==> src/rtl/lab7_3_time_keeper_pkg.sv <==
// Shared types for the time keeper: FSM state codes, BCD digit limits, load legality check.
// Pure declarations; no latency or flow control of its own.
package lab7_3_time_keeper_pkg;

    typedef enum logic [1:0] {
        ST_IDLE   = 2'd0,
        ST_RUN    = 2'd1,
        ST_LOADED = 2'd2
    } tk_state_e;

    typedef logic [3:0] bcd_t;

    localparam bcd_t SEC_TENS_MAX         = 4'd5;
    localparam bcd_t UNIT_MAX             = 4'd9;
    localparam bcd_t HOUR_TENS_MAX        = 4'd2;
    localparam bcd_t HOUR_UNITS_MAX_AT_20 = 4'd3;

    // Minute tens share the seconds-tens limit (both 0-5).
    function automatic logic bcd_time_legal(bcd_t h1, bcd_t h2, bcd_t m1, bcd_t m2);
        return (h1 <= HOUR_TENS_MAX) &&
               (h2 <= UNIT_MAX) &&
               ((h1 != HOUR_TENS_MAX) || (h2 <= HOUR_UNITS_MAX_AT_20)) &&
               (m1 <= SEC_TENS_MAX) &&
               (m2 <= UNIT_MAX);
    endfunction

endpackage

==> src/rtl/lab7_3_time_keeper_if.sv <==
// Setter/display-side bundle of the time keeper: load handshake, run control, time digits, events.
// slave = time keeper, master = setter/display logic driving load and run.
interface lab7_3_time_keeper_if;
    import lab7_3_time_keeper_pkg::*;

    logic load_req;
    bcd_t ld_h1;
    bcd_t ld_h2;
    bcd_t ld_m1;
    bcd_t ld_m2;
    logic run;
    logic load_ack;
    logic load_err;
    bcd_t h1;
    bcd_t h2;
    bcd_t m1;
    bcd_t m2;
    bcd_t s1;
    bcd_t s2;
    logic min_tick;
    logic day_wrap;

    modport slave (
        input  load_req, ld_h1, ld_h2, ld_m1, ld_m2, run,
        output load_ack, load_err, h1, h2, m1, m2, s1, s2, min_tick, day_wrap
    );

    modport master (
        output load_req, ld_h1, ld_h2, ld_m1, ld_m2, run,
        input  load_ack, load_err, h1, h2, m1, m2, s1, s2, min_tick, day_wrap
    );

endinterface

==> src/rtl/lab7_3_bcd_digit_cnt.sv <==
// One BCD digit 0..MAX with clear, parallel load and increment; carry is combinational on inc at MAX.
// Updates on the edge after inc/ld/clr; clr beats ld beats inc, no backpressure.
module lab7_3_bcd_digit_cnt
    import lab7_3_time_keeper_pkg::*;
#(
    parameter bcd_t MAX = UNIT_MAX
) (
    input  logic clk_1,
    input  logic rst_n,
    input  logic inc,
    input  logic clr,
    input  logic ld,
    input  bcd_t ld_val,
    output bcd_t q,
    output logic carry
);

    assign carry = inc && (q == MAX);

    always_ff @(posedge clk_1 or negedge rst_n) begin
        if (!rst_n) begin
            q <= '0;
        end else if (clr) begin
            q <= '0;
        end else if (ld) begin
            q <= ld_val;
        end else if (inc) begin
            q <= carry ? '0 : q + 4'd1;
        end
    end

endmodule

==> src/rtl/lab7_3_time_keeper.sv <==
// 24-hour HH:MM:SS counter with validated BCD load; digits and events change on the tick/load edge.
// Load handshake answers with a 1-cycle ack/err one cycle after the request edge; no other stalls.
module lab7_3_time_keeper
    import lab7_3_time_keeper_pkg::*;
#(
    parameter int TICKS_PER_SEC = 1
) (
    input  logic                 clk_1,
    input  logic                 rst_n,
    lab7_3_time_keeper_if.slave  tk
);

    localparam int            PW        = (TICKS_PER_SEC > 1) ? $clog2(TICKS_PER_SEC) : 1;
    localparam logic [PW-1:0] PRESC_MAX = PW'(TICKS_PER_SEC - 1);

    tk_state_e     state_q;
    tk_state_e     state_d;
    logic [PW-1:0] presc_q;

    logic load_hit;
    logic ld_legal;
    logic load_wr;
    logic count_en;
    logic tick;

    logic s2_cy;
    logic s1_cy;
    logic m2_cy;
    logic m1_cy;
    logic at_23;

    bcd_t s2_q;
    bcd_t s1_q;
    bcd_t m2_q;
    bcd_t m1_q;
    bcd_t h1_q;
    bcd_t h2_q;

    logic load_ack_q;
    logic load_err_q;
    logic min_tick_q;
    logic day_wrap_q;

    // A load request outranks both run control and a coincident second tick.
    always_comb begin
        state_d  = state_q;
        load_hit = 1'b0;
        count_en = 1'b0;
        load_wr  = 1'b0;
        tick     = 1'b0;
        ld_legal = bcd_time_legal(tk.ld_h1, tk.ld_h2, tk.ld_m1, tk.ld_m2);

        case (state_q)
            ST_IDLE: begin
                if (tk.run) begin
                    state_d = ST_RUN;
                end
            end
            ST_RUN: begin
                if (tk.run) begin
                    count_en = 1'b1;
                end else begin
                    state_d = ST_IDLE;
                end
            end
            ST_LOADED: begin
                state_d = tk.run ? ST_RUN : ST_IDLE;
            end
            default: begin
                state_d = ST_IDLE;
            end
        endcase

        if (tk.load_req && (state_q != ST_LOADED)) begin
            load_hit = 1'b1;
            count_en = 1'b0;
            state_d  = ST_LOADED;
        end

        load_wr = load_hit && ld_legal;
        tick    = count_en && (presc_q == PRESC_MAX);
    end

    always_ff @(posedge clk_1 or negedge rst_n) begin
        if (!rst_n) begin
            state_q <= ST_IDLE;
        end else begin
            state_q <= state_d;
        end
    end

    // Prescaler keeps its count across a pause so the next second is not shortened or lost.
    always_ff @(posedge clk_1 or negedge rst_n) begin
        if (!rst_n) begin
            presc_q <= '0;
        end else if (load_wr) begin
            presc_q <= '0;
        end else if (count_en) begin
            presc_q <= tick ? '0 : presc_q + PW'(1);
        end
    end

    lab7_3_bcd_digit_cnt #(.MAX(UNIT_MAX)) u_s2 (
        .clk_1  (clk_1),
        .rst_n  (rst_n),
        .inc    (tick),
        .clr    (load_wr),
        .ld     (1'b0),
        .ld_val (4'd0),
        .q      (s2_q),
        .carry  (s2_cy)
    );

    lab7_3_bcd_digit_cnt #(.MAX(SEC_TENS_MAX)) u_s1 (
        .clk_1  (clk_1),
        .rst_n  (rst_n),
        .inc    (s2_cy),
        .clr    (load_wr),
        .ld     (1'b0),
        .ld_val (4'd0),
        .q      (s1_q),
        .carry  (s1_cy)
    );

    lab7_3_bcd_digit_cnt #(.MAX(UNIT_MAX)) u_m2 (
        .clk_1  (clk_1),
        .rst_n  (rst_n),
        .inc    (s1_cy),
        .clr    (1'b0),
        .ld     (load_wr),
        .ld_val (tk.ld_m2),
        .q      (m2_q),
        .carry  (m2_cy)
    );

    lab7_3_bcd_digit_cnt #(.MAX(SEC_TENS_MAX)) u_m1 (
        .clk_1  (clk_1),
        .rst_n  (rst_n),
        .inc    (m2_cy),
        .clr    (1'b0),
        .ld     (load_wr),
        .ld_val (tk.ld_m1),
        .q      (m1_q),
        .carry  (m1_cy)
    );

    // Hours are a coupled pair: the units limit depends on the tens digit, so no generic counter.
    assign at_23 = (h1_q == HOUR_TENS_MAX) && (h2_q == HOUR_UNITS_MAX_AT_20);

    always_ff @(posedge clk_1 or negedge rst_n) begin
        if (!rst_n) begin
            h1_q <= '0;
            h2_q <= '0;
        end else if (load_wr) begin
            h1_q <= tk.ld_h1;
            h2_q <= tk.ld_h2;
        end else if (m1_cy) begin
            if (at_23) begin
                h1_q <= '0;
                h2_q <= '0;
            end else if (h2_q == UNIT_MAX) begin
                h1_q <= h1_q + 4'd1;
                h2_q <= '0;
            end else begin
                h2_q <= h2_q + 4'd1;
            end
        end
    end

    always_ff @(posedge clk_1 or negedge rst_n) begin
        if (!rst_n) begin
            load_ack_q <= 1'b0;
            load_err_q <= 1'b0;
            min_tick_q <= 1'b0;
            day_wrap_q <= 1'b0;
        end else begin
            load_ack_q <= load_wr;
            load_err_q <= load_hit && !ld_legal;
            min_tick_q <= s1_cy;
            day_wrap_q <= m1_cy && at_23;
        end
    end

    assign tk.load_ack = load_ack_q;
    assign tk.load_err = load_err_q;
    assign tk.min_tick = min_tick_q;
    assign tk.day_wrap = day_wrap_q;
    assign tk.h1       = h1_q;
    assign tk.h2       = h2_q;
    assign tk.m1       = m1_q;
    assign tk.m2       = m2_q;
    assign tk.s1       = s1_q;
    assign tk.s2       = s2_q;

    a_time_legal: assert property (@(posedge clk_1) disable iff (!rst_n)
        bcd_time_legal(h1_q, h2_q, m1_q, m2_q) && (s1_q <= SEC_TENS_MAX) && (s2_q <= UNIT_MAX));

    a_ack_err_excl: assert property (@(posedge clk_1) disable iff (!rst_n)
        !(load_ack_q && load_err_q));

    a_day_with_min: assert property (@(posedge clk_1) disable iff (!rst_n)
        day_wrap_q |-> min_tick_q);

endmodule

==> src/flat_wrapper.sv <==
// flat-port wrapper written by rule: the top's interface ports become plain ports
module lab7_3_time_keeper_flat import lab7_3_time_keeper_pkg::*;
#(
    parameter int TICKS_PER_SEC = 1
)
  (clk_1, rst_n, tk_load_req, tk_ld_h1, tk_ld_h2, tk_ld_m1, tk_ld_m2, tk_run, tk_load_ack, tk_load_err, tk_h1, tk_h2, tk_m1, tk_m2, tk_s1, tk_s2, tk_min_tick, tk_day_wrap);
  lab7_3_time_keeper_if tk_i ();
  input  logic clk_1;
  input  logic rst_n;
  input wire logic [$bits(tk_i.load_req)-1:0] tk_load_req;
  input wire logic [$bits(tk_i.ld_h1)-1:0] tk_ld_h1;
  input wire logic [$bits(tk_i.ld_h2)-1:0] tk_ld_h2;
  input wire logic [$bits(tk_i.ld_m1)-1:0] tk_ld_m1;
  input wire logic [$bits(tk_i.ld_m2)-1:0] tk_ld_m2;
  input wire logic [$bits(tk_i.run)-1:0] tk_run;
  output wire logic [$bits(tk_i.load_ack)-1:0] tk_load_ack;
  output wire logic [$bits(tk_i.load_err)-1:0] tk_load_err;
  output wire logic [$bits(tk_i.h1)-1:0] tk_h1;
  output wire logic [$bits(tk_i.h2)-1:0] tk_h2;
  output wire logic [$bits(tk_i.m1)-1:0] tk_m1;
  output wire logic [$bits(tk_i.m2)-1:0] tk_m2;
  output wire logic [$bits(tk_i.s1)-1:0] tk_s1;
  output wire logic [$bits(tk_i.s2)-1:0] tk_s2;
  output wire logic [$bits(tk_i.min_tick)-1:0] tk_min_tick;
  output wire logic [$bits(tk_i.day_wrap)-1:0] tk_day_wrap;
  assign tk_i.load_req = tk_load_req;
  assign tk_i.ld_h1 = tk_ld_h1;
  assign tk_i.ld_h2 = tk_ld_h2;
  assign tk_i.ld_m1 = tk_ld_m1;
  assign tk_i.ld_m2 = tk_ld_m2;
  assign tk_i.run = tk_run;
  assign tk_load_ack = tk_i.load_ack;
  assign tk_load_err = tk_i.load_err;
  assign tk_h1 = tk_i.h1;
  assign tk_h2 = tk_i.h2;
  assign tk_m1 = tk_i.m1;
  assign tk_m2 = tk_i.m2;
  assign tk_s1 = tk_i.s1;
  assign tk_s2 = tk_i.s2;
  assign tk_min_tick = tk_i.min_tick;
  assign tk_day_wrap = tk_i.day_wrap;
  lab7_3_time_keeper #(.TICKS_PER_SEC(TICKS_PER_SEC)) u_core (.clk_1(clk_1), .rst_n(rst_n), .tk(tk_i));
endmodule
==> config.mk <==
export PLATFORM = sky130hd
export DESIGN_NAME = lab7_3_time_keeper_flat
export DESIGN_NICKNAME = d
export VERILOG_FILES = /design/src/rtl/lab7_3_time_keeper_pkg.sv /design/src/rtl/lab7_3_time_keeper_if.sv /design/src/rtl/lab7_3_bcd_digit_cnt.sv /design/src/rtl/lab7_3_time_keeper.sv /design/src/flat_wrapper.sv
export SDC_FILE = /design/constraint.sdc
export NUM_CORES = 1
export LEC_CHECK = 0
export BUFFER_PORTS_ARGS = -buffer_cell sky130_fd_sc_hd__buf_2
export CORE_MARGIN = 10
export CORE_UTILIZATION = 52
export CTS_CLUSTER_SIZE = 28
export DETAILED_ROUTE_END_ITERATION = 8
export PLACE_DENSITY = 0.79
export SKIP_LAST_GASP = 1
export SLEW_MARGIN = 20
export SYNTH_ARGS = -nofsm -noshare
export SYNTH_HDL_FRONTEND = slang
export SYNTH_SLANG_ARGS = --single-unit
==> constraint.sdc <==
create_clock -name clk_1 -period 2.15 [get_ports clk_1]
set_input_delay 0.215 -clock clk_1 [delete_from_list [all_inputs] [get_ports clk_1]]
set_output_delay 0.215 -clock clk_1 [all_outputs]
set_load 0.05 [all_outputs]
# == Word-level counts from Yosys, hierarchy flattened ==
# Index checks and enable logic that the tools add are counted.
# totals
register_bits,31
output_inout_bits,28
wordCells,96
# classes
n_addsub,7
order_cmp,5
n_eq_ne,13
n_mux,32
n_bitwise,1
n_reduce_logical,26
# op_table
op,count
$mux W4,20
$add A4 B1 Y4 const B,6
$logic_and A1 B1 Y1,14
$eq A4 B4 Y1 const B,3
$reduce_bool A2 Y1,6
$eq A4 B2 Y1 const B,2
$eq A4 B3 Y1 const B,2
$le A4 B2 Y1 const B,2
$le A4 B4 Y1 const B,2
$mux W1,8
$mux W2,3
$ne A3 B2 Y1 const B,2
$pmux W2 S3,1
$le A4 B3 Y1 const B,1
$ne A4 B2 Y1 const B,1
$reduce_and A2 Y1,2
$reduce_bool A3 Y1,1
$eq A2 B1 Y1 const B,1
$eq A2 B2 Y1 const B,1
$logic_not A2 Y1,1
$ne A2 B2 Y1 const B,1
$add A1 B1 Y1 const B,1
$logic_not A1 Y1,1
$logic_or A1 B1 Y1,1
$not A1 Y1,1

# == Longest topological paths before layout ==
# logic_depth
word_depth,11
depth_mapped,10

# == Modules after synthesis ==
# From an unflattened synthesis, not the netlist that was laid out.
# unflattened
cells_unflattened,212
area_unflattened_um2,2052.0
# modules_own_cells
module,instances,cells_each,area_per_inst_um2,seq_area_each_um2
lab7_3_time_keeper,1,84,853.3,375.4
lab7_3_bcd_digit_cnt at u_core.u_m1 ...,2,32,300.3,100.1
lab7_3_bcd_digit_cnt at u_core.u_m2 ...,2,32,299.0,100.1

# == Least setup slack after synthesis ==
# No wires, ideal clock.
# synth_path
path_kind,reg2reg
start,register u_core.u_s2.q[0]
end,"register u_core.h2_q[2], in the netlist u_core.tk.h2[2]"
setup_time_ns,0.082
t_arrival_ns,2.221
path_slack_ns,-0.153
stages_incl_launch_ff,9
n_path_buf,2
path_cell_list,dfrtp_1 -> ha_1 -> and3b_1 -> buf_4 -> and4bb_1 -> buf_6 -> nand2_4 -> or4_1 -> a31oi_1
# synth_via
elab_chain_len,6
# synth_rtl
element,line,rtl
"start, declared",lab7_3_bcd_digit_cnt.sv:14,"output bcd_t q,"
"start signal, assigned",lab7_3_bcd_digit_cnt.sv:26,q <= ld_val;
"start signal, assigned",lab7_3_bcd_digit_cnt.sv:28,q <= carry ? '0 : q + 4'd1;
$eq A4 B4 Y1,lab7_3_bcd_digit_cnt.sv:18,assign carry = inc && (q == MAX);
$logic_and A1 B1 Y1 (4 in a row),lab7_3_bcd_digit_cnt.sv:18,
$reduce_bool A2 Y1 (no source line),n/a,
"end signal, assigned",lab7_3_time_keeper.sv:156,h2_q <= tk.ld_h2;
"end signal, assigned",lab7_3_time_keeper.sv:165,h2_q <= h2_q + 4'd1;
"end, declared",lab7_3_time_keeper.sv:37,bcd_t h2_q;
# No other way between the ends.
# A chain may end at the register's enable or synchronous reset.

# == Worst setup path in the final report ==
# layout_path
start,register u_core.u_s2.q[1]
end,register u_core.u_m2.q[3]
# layout_via
elab_chain_len,7
word_cells_on_any_way,8
# layout_rtl
element,line,rtl
$eq A4 B4 Y1 *,lab7_3_bcd_digit_cnt.sv:18,
$logic_and A1 B1 Y1 * (2 in a row),lab7_3_bcd_digit_cnt.sv:18,
$logic_and A1 B1 Y1,lab7_3_bcd_digit_cnt.sv:18,
$mux W4,lab7_3_bcd_digit_cnt.sv:28,
$mux W4,lab7_3_bcd_digit_cnt.sv:27,end else if (inc) begin
$mux W4,lab7_3_bcd_digit_cnt.sv:25,end else if (ld) begin
"end signal, assigned",lab7_3_bcd_digit_cnt.sv:26,
"end signal, assigned",lab7_3_bcd_digit_cnt.sv:28,
"end, declared",lab7_3_bcd_digit_cnt.sv:14,
# Mark *: on every way between the ends. The rest lies on a longest branch, timed or not. The select of a mux whose other input is x is not followed.

==> reports/results.tsv <==
stage	metric	value	unit
outcome	outcome	completed	
sta	fin_crit_sh	92.9	%
global_routing	antenna_found_initial	0	
worst_setup_path	required	2.37	ns
synth	yosys.area.top_type	dfrtp_1	
placed_design	io_buffers	47	
synth	synth_enable_flop_cells	0	
sta	layout_setup_ws	0.152	ns
hold_path	hold_start	tk_ld_m2[0]	
layout	diodes	0	
worst_setup_path	rrSetupSlack	0.15	ns
worst_setup_path	crit_path_max_fanout	6	
routing	drt_first_pass_iters	4	
synth	synthCells	189	
hold_path	holdPathEnd	u_core.u_m2.q[0]	
routing	viasPerCell	5.37	
sta	worst_pin_slew	0.673	ns
hold_path	holdPathStages	3	
placed_design	dp_hpwl	3.13	mm
layout	multi_input_area	888	sq um
clocking	cts_tree	yes	
sta	max_freq	501	MHz
synth	yosysWarnings	0	
routing	num_vias	1546	
die	fp.dieArea	6070	sq um
layout	final.fill_count	273	
clocking	cts.path.max_buffers	2	
clocking	cts.sinks	31	
sta	fin_crit	2.00	ns
clocking	cts_buffers	5	
power	ir_worst_vdd	462	uV
layout	ff_latch_area	779	sq um
worst_setup_path	r2r_start	u_core.u_s2.q[1]	
placed_design	placed_cell_area	2050	sq um
die	ioPinCount	48	
die	die_w	77.9	um
hold_path	hold_path.class	primary input to flop	
synth	synth_cell_types	35	
routing	routed_wl	4.06	mm
routing	avgRoutedWirePerCell	14.1	um
die	core_area	3130	sq um
clocking	htreeDepth	2	
synth	syn-num-nets	219	
layout	fin_util	68.1	%
layout	final_area	2130	sq um
synth	netlist.area_leader.share	44.5	%
worst_setup_path	end_kind	flop	
worst_setup_path	arrival	2.22	ns
die	die_h	77.9	um
clocking	clock_latency	0.33	ns
global_routing	first_global_vias	1488	
synth	ys_dominant_reg_cell	dfrtp_1	
clocking	root_buffer	clkbuf_4	
sta	finalSetupTns	0	ns
layout	area_delta_synth_final	22.2	%
layout	drive_gt1_share	29.1	%
sta	finalSetupViolCount	0	
synth	synth.most_common_cell	dfrtp_1	
routing	remaining_drc_errors	0	
synth	synth-seq-area-share	44.5	%
global_routing	grt_max_degree	32	
synth	synth.avg_cell_area	9.23	sq um
global_routing	grt_usage	13.5	%
sta	fin_skew	0.00936	ns
synth	yosys-top-cells-area	dfrtp_1, ha_1, o21ai_0	
worst_setup_path	critical_path_class	flop to flop	
worst_setup_path	rr_worst_depth	9	
synth	netlist_top_cells_count	dfrtp_1, nor2_1, o21ai_0	
sta	hold_viol_final	0	
clocking	path_clk_slew	0.09	ns
placed_design	dp_slack	0.107	ns
job	drv_cap	0	
worst_setup_path	r2r-end	u_core.u_m2.q[3]	
synth	syn_area	1740	sq um
worst_setup_path	setup.worst_path.start_class	flop	
die	num_rows	20	
routing	antenna_left	0	
sta	maxSlewHeadroom	55.1	%
global_routing	grt_first_pass_wirelength	6.81	mm
synth	ys_ff_latch	31	
layout	final_nets	273	
placed_design	place.gp.congestion	0.852	
synth	async_flop_share	100	%
sta	rsz0062_at_grt	false	
routing	first_iter_violations	69	
sta	maxSlewViolCount	0	
die	start_util	55.8	%
power	cellLeakagePower	0.00112	uW
global_routing	grt-ovfl-total	0	
power	p_per_area	823	nW/um^2
-- state kept, by name (all words and copies together), names as in the netlist, 2 cells and up --
name            count
u_core.tk.h1        4
u_core.tk.h2        4
u_core.u_m1.q       4
u_core.u_m2.q       4
u_core.u_s1.q       4
u_core.u_s2.q       4
u_core.state_q      2
-- per-layer routing --
layer | vias to the layer above | GRT usage, % | wire length (um)
li1 | 772 | - | -
met1 | 714 | 16.3 | 1780
met2 | 54 | 20.6 | 1850
met3 | 6 | 6.34 | 380
met4 | 0 | 4.84 | 60
met5 | - | 0 | 0
-- power by group --
part	internal, uW	switching [uW]	total (uW)	leakage, uW
Combinational	174	432	606	0.000675
Clock	192	185	377	0.0000386
Sequential	666	106	772	0.000408
Total	1030	723	1750	0.00112
-- how the worst max path moves through the flow --
stage,start,end,slack (ns),depth (start not counted)
2_1_floorplan,u_core.u_m2.q[1],u_core.tk.h2[2],-0.03,8
3_3_place_gp,u_core.u_s2.q[1],u_core.u_m1.q[3],0.17,7
3_5_place_dp,u_core.u_s2.q[1],u_core.u_m1.q[3],0.11,7
4_1_cts,u_core.u_s2.q[1],u_core.u_m1.q[3],0.09,7
5_1_grt,u_core.u_s2.q[1],u_core.u_m2.q[3],0.02,9
6_report,u_core.u_s2.q[1],u_core.u_m2.q[3],0.15,9
-- cell usage in the layout, fill, tap and decap left out, types with 3 or more instances in the layout --
cell and instances:
nand3_1 3, xor2_1 3, buf_4 8, a31oi_1 6, buf_2 47, or3_1 4, ha_1 10, nor2_1 24
nand2_1 13, dfrtp_2 3, dfrtp_1 28, mux2i_1 7, clkbuf_4 5, o21ai_0 19, nand4b_1 3, or4_1 3
and3b_1 5, a21oi_1 10, nor3_1 5, and3_1 3, nor2b_1 3, nand4_1 4, inv_1 9
-- stage by stage --
step / hold WS (ns) / power, uW / cells
final: 0.0824 / 1750 / 288
after global routing: 0.107 / 1870 / 288
after CTS: 0.0723 / 1780 / 288
after detailed placement: 0.288 / 1390 / 279
after global placement: 0.296 / 1380 / 279
after floorplan: -0.0806 / 1220 / 189
-- layout make-up --
class,instances,area share [%]
Tap cell,44,2.58
Inverter,9,1.59
Sequential cell,31,36.6
Multi-Input combinational cell,140,41.7
Timing Repair Buffer,56,14.3
Clock buffer,8,3.23
-- worst max-delay path, cell delays in order, from the launching register on --
cell,delay [ns]
dfrtp_2,0.44
inv_1,0.06
ha_1,0.15
and3b_1,0.18
and4bb_2,0.32
buf_4,0.16
buf_4,0.14
o21ai_0,0.08
a221oi_1,0.30
nor2_1,0.06
-- cell families after synthesis --
logic type,Yosys count,synth area share [%]
buf+inv,18,4.73
compound gates,40,12.8
xor+xnor,3,1.51
fa+ha+maj,10,7.17
simple gates,80,25.3
mux,7,4.02
flops,31,44.5
-- timing repair --
| action | 4_1_cts | 5_1_grt |
|---|---|---|
| setup endpoints to repair | 0 | 2 |
| resized for setup | 0 | 2 |
| setup buffers | 0 | 0 |
| hold endpoints to repair | 31 | 0 |
| hold buffers | 1 | 0 |
Note: power is estimated with default switching activity, not from simulation.
